$ cat config.mk
export PLATFORM = sky130hd
export DESIGN_NAME = keystream_fifo
export DESIGN_NICKNAME = d
export VERILOG_FILES = /design/src/rtl/keystream_fifo.sv
export SDC_FILE = /design/constraint.sdc
export NUM_CORES = 2
export LEC_CHECK = 0
export ABC_CLOCK_PERIOD_IN_PS = 21300
export CAP_MARGIN = 5
export CORE_ASPECT_RATIO = 1.4
export CORE_UTILIZATION = 57
export DETAILED_ROUTE_END_ITERATION = 10
export PLACE_DENSITY_LB_ADDON = 0.2
export SKIP_LAST_GASP = 1
export SLEW_MARGIN = 20
export SYNTH_ARGS = -nofsm -noshare
export SYNTH_HDL_FRONTEND = slang
export SYNTH_SLANG_ARGS = --single-unit
$ cat constraint.sdc
create_clock -name i_clk -period 21.3 [get_ports i_clk]
set_input_delay 6.39 -clock i_clk [delete_from_list [all_inputs] [get_ports i_clk]]
set_output_delay 6.39 -clock i_clk [all_outputs]
set_load 0.1 [all_outputs]
$ cat src/rtl/keystream_fifo.sv
// keystream_fifo: splits IN_WIDTH keystream blocks into OUT_WIDTH words (lowest slice first)
// and buffers them in a 2^DEPTH_LOG2-word circular buffer with registered one-word reads.
module keystream_fifo #(
  parameter int IN_WIDTH   = 512,
  parameter int OUT_WIDTH  = 128,
  parameter int DEPTH_LOG2 = 3
) (
  input  logic                 i_clk,
  input  logic                 i_rstn,
  input  logic                 i_w_en,
  input  logic [IN_WIDTH-1:0]  i_data,
  output logic                 o_in_ready,
  input  logic                 i_r_en,
  output logic [OUT_WIDTH-1:0] o_data,
  output logic                 o_r_valid,
  input  logic                 i_flush,
  output logic [DEPTH_LOG2:0]  o_count,
  output logic                 o_empty,
  output logic                 o_full,
  output logic                 o_err
);
  localparam int RATIO = IN_WIDTH / OUT_WIDTH;
  localparam int DEPTH = 1 << DEPTH_LOG2;
  localparam int CW    = DEPTH_LOG2 + 1;
  localparam logic [CW-1:0]         DEPTH_W = CW'(DEPTH);
  localparam logic [CW-1:0]         RATIO_W = CW'(RATIO);
  localparam logic [CW-1:0]         ONE_C   = CW'(1);
  localparam logic [DEPTH_LOG2-1:0] ONE_P   = DEPTH_LOG2'(1);

  logic [IN_WIDTH-1:0]   stream_q, stream_d;
  logic [CW-1:0]         left_q, left_d;
  logic [DEPTH_LOG2-1:0] wptr_q, wptr_d;
  logic [DEPTH_LOG2-1:0] rptr_q, rptr_d;
  logic [CW-1:0]         count_q, count_d;
  logic [OUT_WIDTH-1:0]  data_q, data_d;
  logic                  rvld_q, rvld_d;
  logic                  err_q, err_d;
  logic [OUT_WIDTH-1:0]  mem_q [DEPTH];

  logic drain, rd, accept, mem_we;

  always_comb begin
    drain    = (left_q != '0) && (count_q != DEPTH_W);
    rd       = i_r_en && (count_q != '0);
    accept   = i_w_en && (left_q == '0);
    mem_we   = drain && !i_flush;
    stream_d = stream_q;
    left_d   = left_q;
    wptr_d   = wptr_q;
    rptr_d   = rptr_q;
    count_d  = count_q;
    data_d   = data_q;
    rvld_d   = 1'b0;
    err_d    = err_q;
    if (i_flush) begin
      stream_d = '0;
      left_d   = '0;
      wptr_d   = '0;
      rptr_d   = '0;
      count_d  = '0;
      data_d   = '0;
      err_d    = 1'b0;
    end else begin
      // Accept and drain are mutually exclusive: accept needs an idle serializer.
      if (accept) begin
        stream_d = i_data;
        left_d   = RATIO_W;
      end else if (drain) begin
        stream_d = stream_q >> OUT_WIDTH;
        left_d   = left_q - ONE_C;
        wptr_d   = wptr_q + ONE_P;
      end
      rvld_d = rd;
      if (rd) begin
        data_d = mem_q[rptr_q];
        rptr_d = rptr_q + ONE_P;
      end
      if (drain && !rd) begin
        count_d = count_q + ONE_C;
      end else if (rd && !drain) begin
        count_d = count_q - ONE_C;
      end
      if ((i_w_en && !accept) || (i_r_en && !rd)) begin
        err_d = 1'b1;
      end
    end
  end

  always_ff @(posedge i_clk or negedge i_rstn) begin
    if (!i_rstn) begin
      stream_q <= '0;
      left_q   <= '0;
      wptr_q   <= '0;
      rptr_q   <= '0;
      count_q  <= '0;
      data_q   <= '0;
      rvld_q   <= 1'b0;
      err_q    <= 1'b0;
    end else begin
      stream_q <= stream_d;
      left_q   <= left_d;
      wptr_q   <= wptr_d;
      rptr_q   <= rptr_d;
      count_q  <= count_d;
      data_q   <= data_d;
      rvld_q   <= rvld_d;
      err_q    <= err_d;
    end
  end

  // Storage needs no reset: a slot is only read after a drain has written it.
  always_ff @(posedge i_clk) begin
    if (mem_we) begin
      mem_q[wptr_q] <= stream_q[OUT_WIDTH-1:0];
    end
  end

  assign o_in_ready = (left_q == '0);
  assign o_data     = data_q;
  assign o_r_valid  = rvld_q;
  assign o_count    = count_q;
  assign o_empty    = (count_q == '0);
  assign o_full     = (count_q == DEPTH_W);
  assign o_err      = err_q;

endmodule

* Word-level counts from Yosys, hierarchy flattened
Memories as Yosys holds them, arrays and structs flattened.
Cells that the tools add are included.
** Word-level totals
- Bits in writable memories :: 1024
- Memories kept :: 1
- Output and inout bits :: 137
- Flip-flop bits (word level) :: 656
- Word-level logic and storage cells :: 61
** Operators by class
- Eq/ne operators :: 3
- Reductions and logical operators :: 23
- $add $sub $neg :: 5
- Muxes and demuxes :: 21
** Memory list
- mem_q :: words 8, width 128, rd ports 1, clocked after memory_dff 0, wr ports 1, RTL line 38 : logic [OUT_WIDTH-1:0] mem_q [DEPTH];
** Operators with widths (count)
- 2-to-1 mux 512 bit :: 3
- 2-to-1 mux 128 bit :: 2
- 2-to-1 mux 4 bit :: 6
- 2-to-1 mux 3 bit :: 5
- logical AND 1 bit :: 8
- zero test 4 bit :: 2
- nonzero test 4 bit :: 2
- subtractor 4 x 1 -> 4 bit, second input constant :: 2
- adder 3 x 1 -> 3 bit, second input constant :: 2
- nonzero test 2 bit :: 3
- nonzero test 3 bit :: 2
- 2-to-1 mux 1 bit :: 5
- adder 4 x 1 -> 4 bit, second input constant :: 1
- == test 4 bit, second input constant :: 1
- zero test 1 bit :: 4
- != test 4 bit, second input constant :: 1
- != test 2 bit, second input constant :: 1
- AND reduction 2 bit :: 1
- logical OR 1 bit :: 1

* Depth between registers and ports, before layout
- Word-level depth :: 7
- Gate-level depth with buffers :: 12
- Gate-level depth less buffers :: 11

* Least setup slack after synthesis
No wires, ideal clock.
- Path type :: input to register
- Start point :: in i_flush
- End point :: mem mem_q[0][0] (enable)
- Arrival :: 19998 ps
- Library setup time :: 974 ps
- Stages :: 4
- Data required time :: 20326 ps
- Path buffers :: 2
- Setup slack :: 328 ps
- Cell sequence :: clkbuf_1 > clkbuf_1 > nor2_1 > nor4b_1
** Between the ends
- Cells in the longest elaborated chain, start to end :: 4
** Ends and longest elaborated chain
- start, declared :: RTL line 16 : input logic i_flush,
- zero test 1 bit :: RTL line 46 : mem_we = drain && !i_flush;
- logical AND 1 bit :: RTL line 46
- 2-to-1 mux 1 bit :: RTL line 113 : if (mem_we) begin
- 2-to-1 mux 1 bit (implied by the code) :: RTL line 114 : mem_q[wptr_q] <= stream_q[OUT_WIDTH-1:0];
- end, declared :: RTL line 38
No other way between the ends.

* Final worst setup path
- Start point :: reg left_q[0]
- End point :: out o_in_ready
** Between the ends
- Cells in the longest elaborated chain, start to end :: 1
** Ends and longest elaborated chain
- start, declared :: RTL line 31 : logic [CW-1:0] left_q, left_d;
- start signal, assigned :: RTL line 101 : left_q <= left_d;
- zero test 4 bit :: RTL line 118 : assign o_in_ready = (left_q == '0);
- end, declared :: RTL line 12 : output logic o_in_ready,
No other way between the ends.

==> impl_metrics.ini <==
[status]
status = finished, final reports clean

[yosys]
synth-edff-count = 1024
netlist.top_cell.by_area = edfxtp_1
seq_area_frac_synth = 0.713
async_reset_ff_frac = 0.390
syn-num-nets = 5071
yosys-top-cells-area = edfxtp_1, dfrtp_1, mux4_2, nor2_1, nor4_1
ys_ff_latch = 1680
syn-cell-area_um2 = 66100
avgSynthCellArea_um2 = 14.5
synthCells = 4548
ys.flop_type = edfxtp_1
ys.warnings.count = 0
yosys.area.top_type_share = 0.465
yosysUniqueCellTypes = 49

[critical_path]
r2r_cells = 8
cp_max_fo = 7
cp-end-kind = output port
cp.required_ns = 14.91
start_kind = flip-flop
reg2reg_from = left_q[0]$_DFFE_PN0P_
crit_family = buffers and inverters
cp_slowest_cell = clkdlybuf4s50_1
critPathBufInv = 3
path_class = reg -> out
rrSetupSlack_ns = 16.70
path_cells = inv_1 > ha_1 > or3b_1 > clkinv_1 > clkdlybuf4s50_1
rr_endpoint = stream_q[38]$_DFFE_PN0P_
cpPeakStageDelay_ns = 1.20
crit_arrival_ns = 3.49

[run]
drv_cap = 0

[global_routing]
grt_max_degree = 162
grt.total_usage = 0.299
antenna_found_initial = 5
grt_overflow = 0
met2_usage = 0.483
globalRouteMet1Util = 0.406
use_met3 = 0.0523
grt_pass1_wl_mm = 262
top_usage_layer = met2
grt_pass1_vias = 42100

[clock_network]
cts_buffers = 154
cts_setup_buffers = 0
htree_num_levels = 4
cts.sink_count = 1680
root_buffer = clkbuf_16
clk_latency_ns = 0.78
clk_pin_slew_ns = 0.06
cts_resized = 0
hold_buffers = 0
clk_path_buf_depth = 3
cts_tree = yes

[place]
pre_cts_slack_ns = 11.15
port_buffers = 653
dpl.hpwl_mm = 101
gp_congestion = 0.854

[worst_hold_path]
hold_path_end = o_err$_DFFE_PN0P_
hold_start = o_err$_DFFE_PN0P_
min_path_cells = 2
hp-class = reg -> reg

[cells_and_area]
layout.nets = 5600
final_cell_mix = nor2_1, edfxtp_1, dfrtp_1
syn_to_final_growth_pct = 19.6
multi_input_area_um2 = 17400
regArea_um2 = 47200
final.fill_count = 7762
layout_commonest_cell = nor2_1
layout-drive-gt1-share = 0.132

[die]
die_height_um = 405
start_util = 0.576
num_rows = 147
die-area_um2 = 117000
die_w_um = 290
core_um2 = 115000
ioPinCount = 654

[timing]
fmax_mhz = 101
worst_pin_slew_ns = 1.24
setup_ws_ns = 11.42
final-setup-viol-count = 0
finalSetupTns_ns = 0
relSlewSlack = 0.175
slew_viol_final = 0
clock_skew_ns = 0.0388
final.min_clock_period_ns = 9.88
min_period_over_period = 0.464
grt_setup_unrepaired = false
final_hold_viol_count = 0

[power]
powerDensity_nw_per_um2 = 141
leakagePower_nw = 29.3
p_total_mw = 11.1
peakVddDrop_mv = 0.147

[route]
route.antenna.remaining_nets = 0
dr_total_vias = 41700
totalWireLength_mm = 174
viasPerCell = 6.22
wl_per_cell_um = 26.0
drt_iter0_drc = 3723
first_pass_iters = 6
remaining_drc_errors = 0
worst reg2reg max path, stage by stage (launching register included):
cell and delay [ns]:
dfrtp_1 0.40, inv_1 0.07, ha_1 0.17, or3b_1 0.58, nand2_4 0.78, buf_4 0.96
buf_4 0.88, nor2_1 0.33, nor4_1 0.33
kinds of logic after synthesis:
group / share of synthesized area
simple gates: 0.121
compound gates: 0.0516
buf+inv: 0.0248
xor+xnor: 0.000663
mux: 0.0877
flops: 0.713
fa+ha+maj: 0.00125
state kept, by name (all words and copies together) (netlist names):
register / cells
o_data: 128
rptr_q: 3
o_err: 1
wptr_q: 3
o_count: 4
o_r_valid: 1
left_q: 4
stream_q: 512
mem_q: 1024
area by class of cell:
cell class / instances / area share
Sequential cell: 1680 / 0.597
Multi-Input combinational cell: 2516 / 0.220
Timing Repair Buffer: 718 / 0.0903
Clock buffer: 216 / 0.0564
Antenna cell: 1 / 0.0000316
Tap cell: 1490 / 0.0236
Clock inverter: 72 / 0.0126
Inverter: 7 / 0.000332
synth_stat cells (all sizes together) (5+ instances only):
master,instances
nor2,1221
edfxtp,1024
dfrtp,656
nor4,287
mux4,256
nand2,210
clkbuf,187
buf,158
nor3,136
a22oi,128
o22ai,128
a311oi,101
a21oi,8
inv,6
ha,5
metrics by stage:
stage,hold WS [ns],cell area [um2],utilization,instances
2_1_floorplan,0.469,66100,-,4548
3_3_place_gp,0.495,73600,0.641,6411
3_5_place_dp,0.510,73600,0.641,6411
4_1_cts,0.524,79100,0.689,6699
5_1_grt,0.538,79100,0.689,6700
6_report,0.529,79100,0.689,6700
routing by layer:
metal	share of wire	vias to the layer above
met3	0.083	298
met1	0.39	21300
li1	-	18000
met5	0.00024	-
met4	0.040	6
met2	0.49	2017
power by group:
part           switching, mW  leakage, nW  internal [mW]  total, mW
registers              0.498         18.2           4.26       4.76
logic                   2.30         8.47           1.12       3.41
clock network           1.20         2.66           1.75       2.95
worst max path at each step:
stage	cells after the start	slack, ns	from	end
2_1_floorplan	4	0.33	i_flush	mem_q[0][0]$_DFFE_PP_
3_3_place_gp	6	11.26	i_w_en	stream_q[341]$_DFFE_PN0P_
3_5_place_dp	6	11.15	i_w_en	stream_q[334]$_DFFE_PN0P_
4_1_cts	5	11.39	left_q[0]$_DFFE_PN0P_	o_in_ready
5_1_grt	5	11.30	left_q[0]$_DFFE_PN0P_	o_in_ready
6_report	5	11.42	left_q[0]$_DFFE_PN0P_	o_in_ready
No activity file was read; power rests on OpenSTA's default activity.
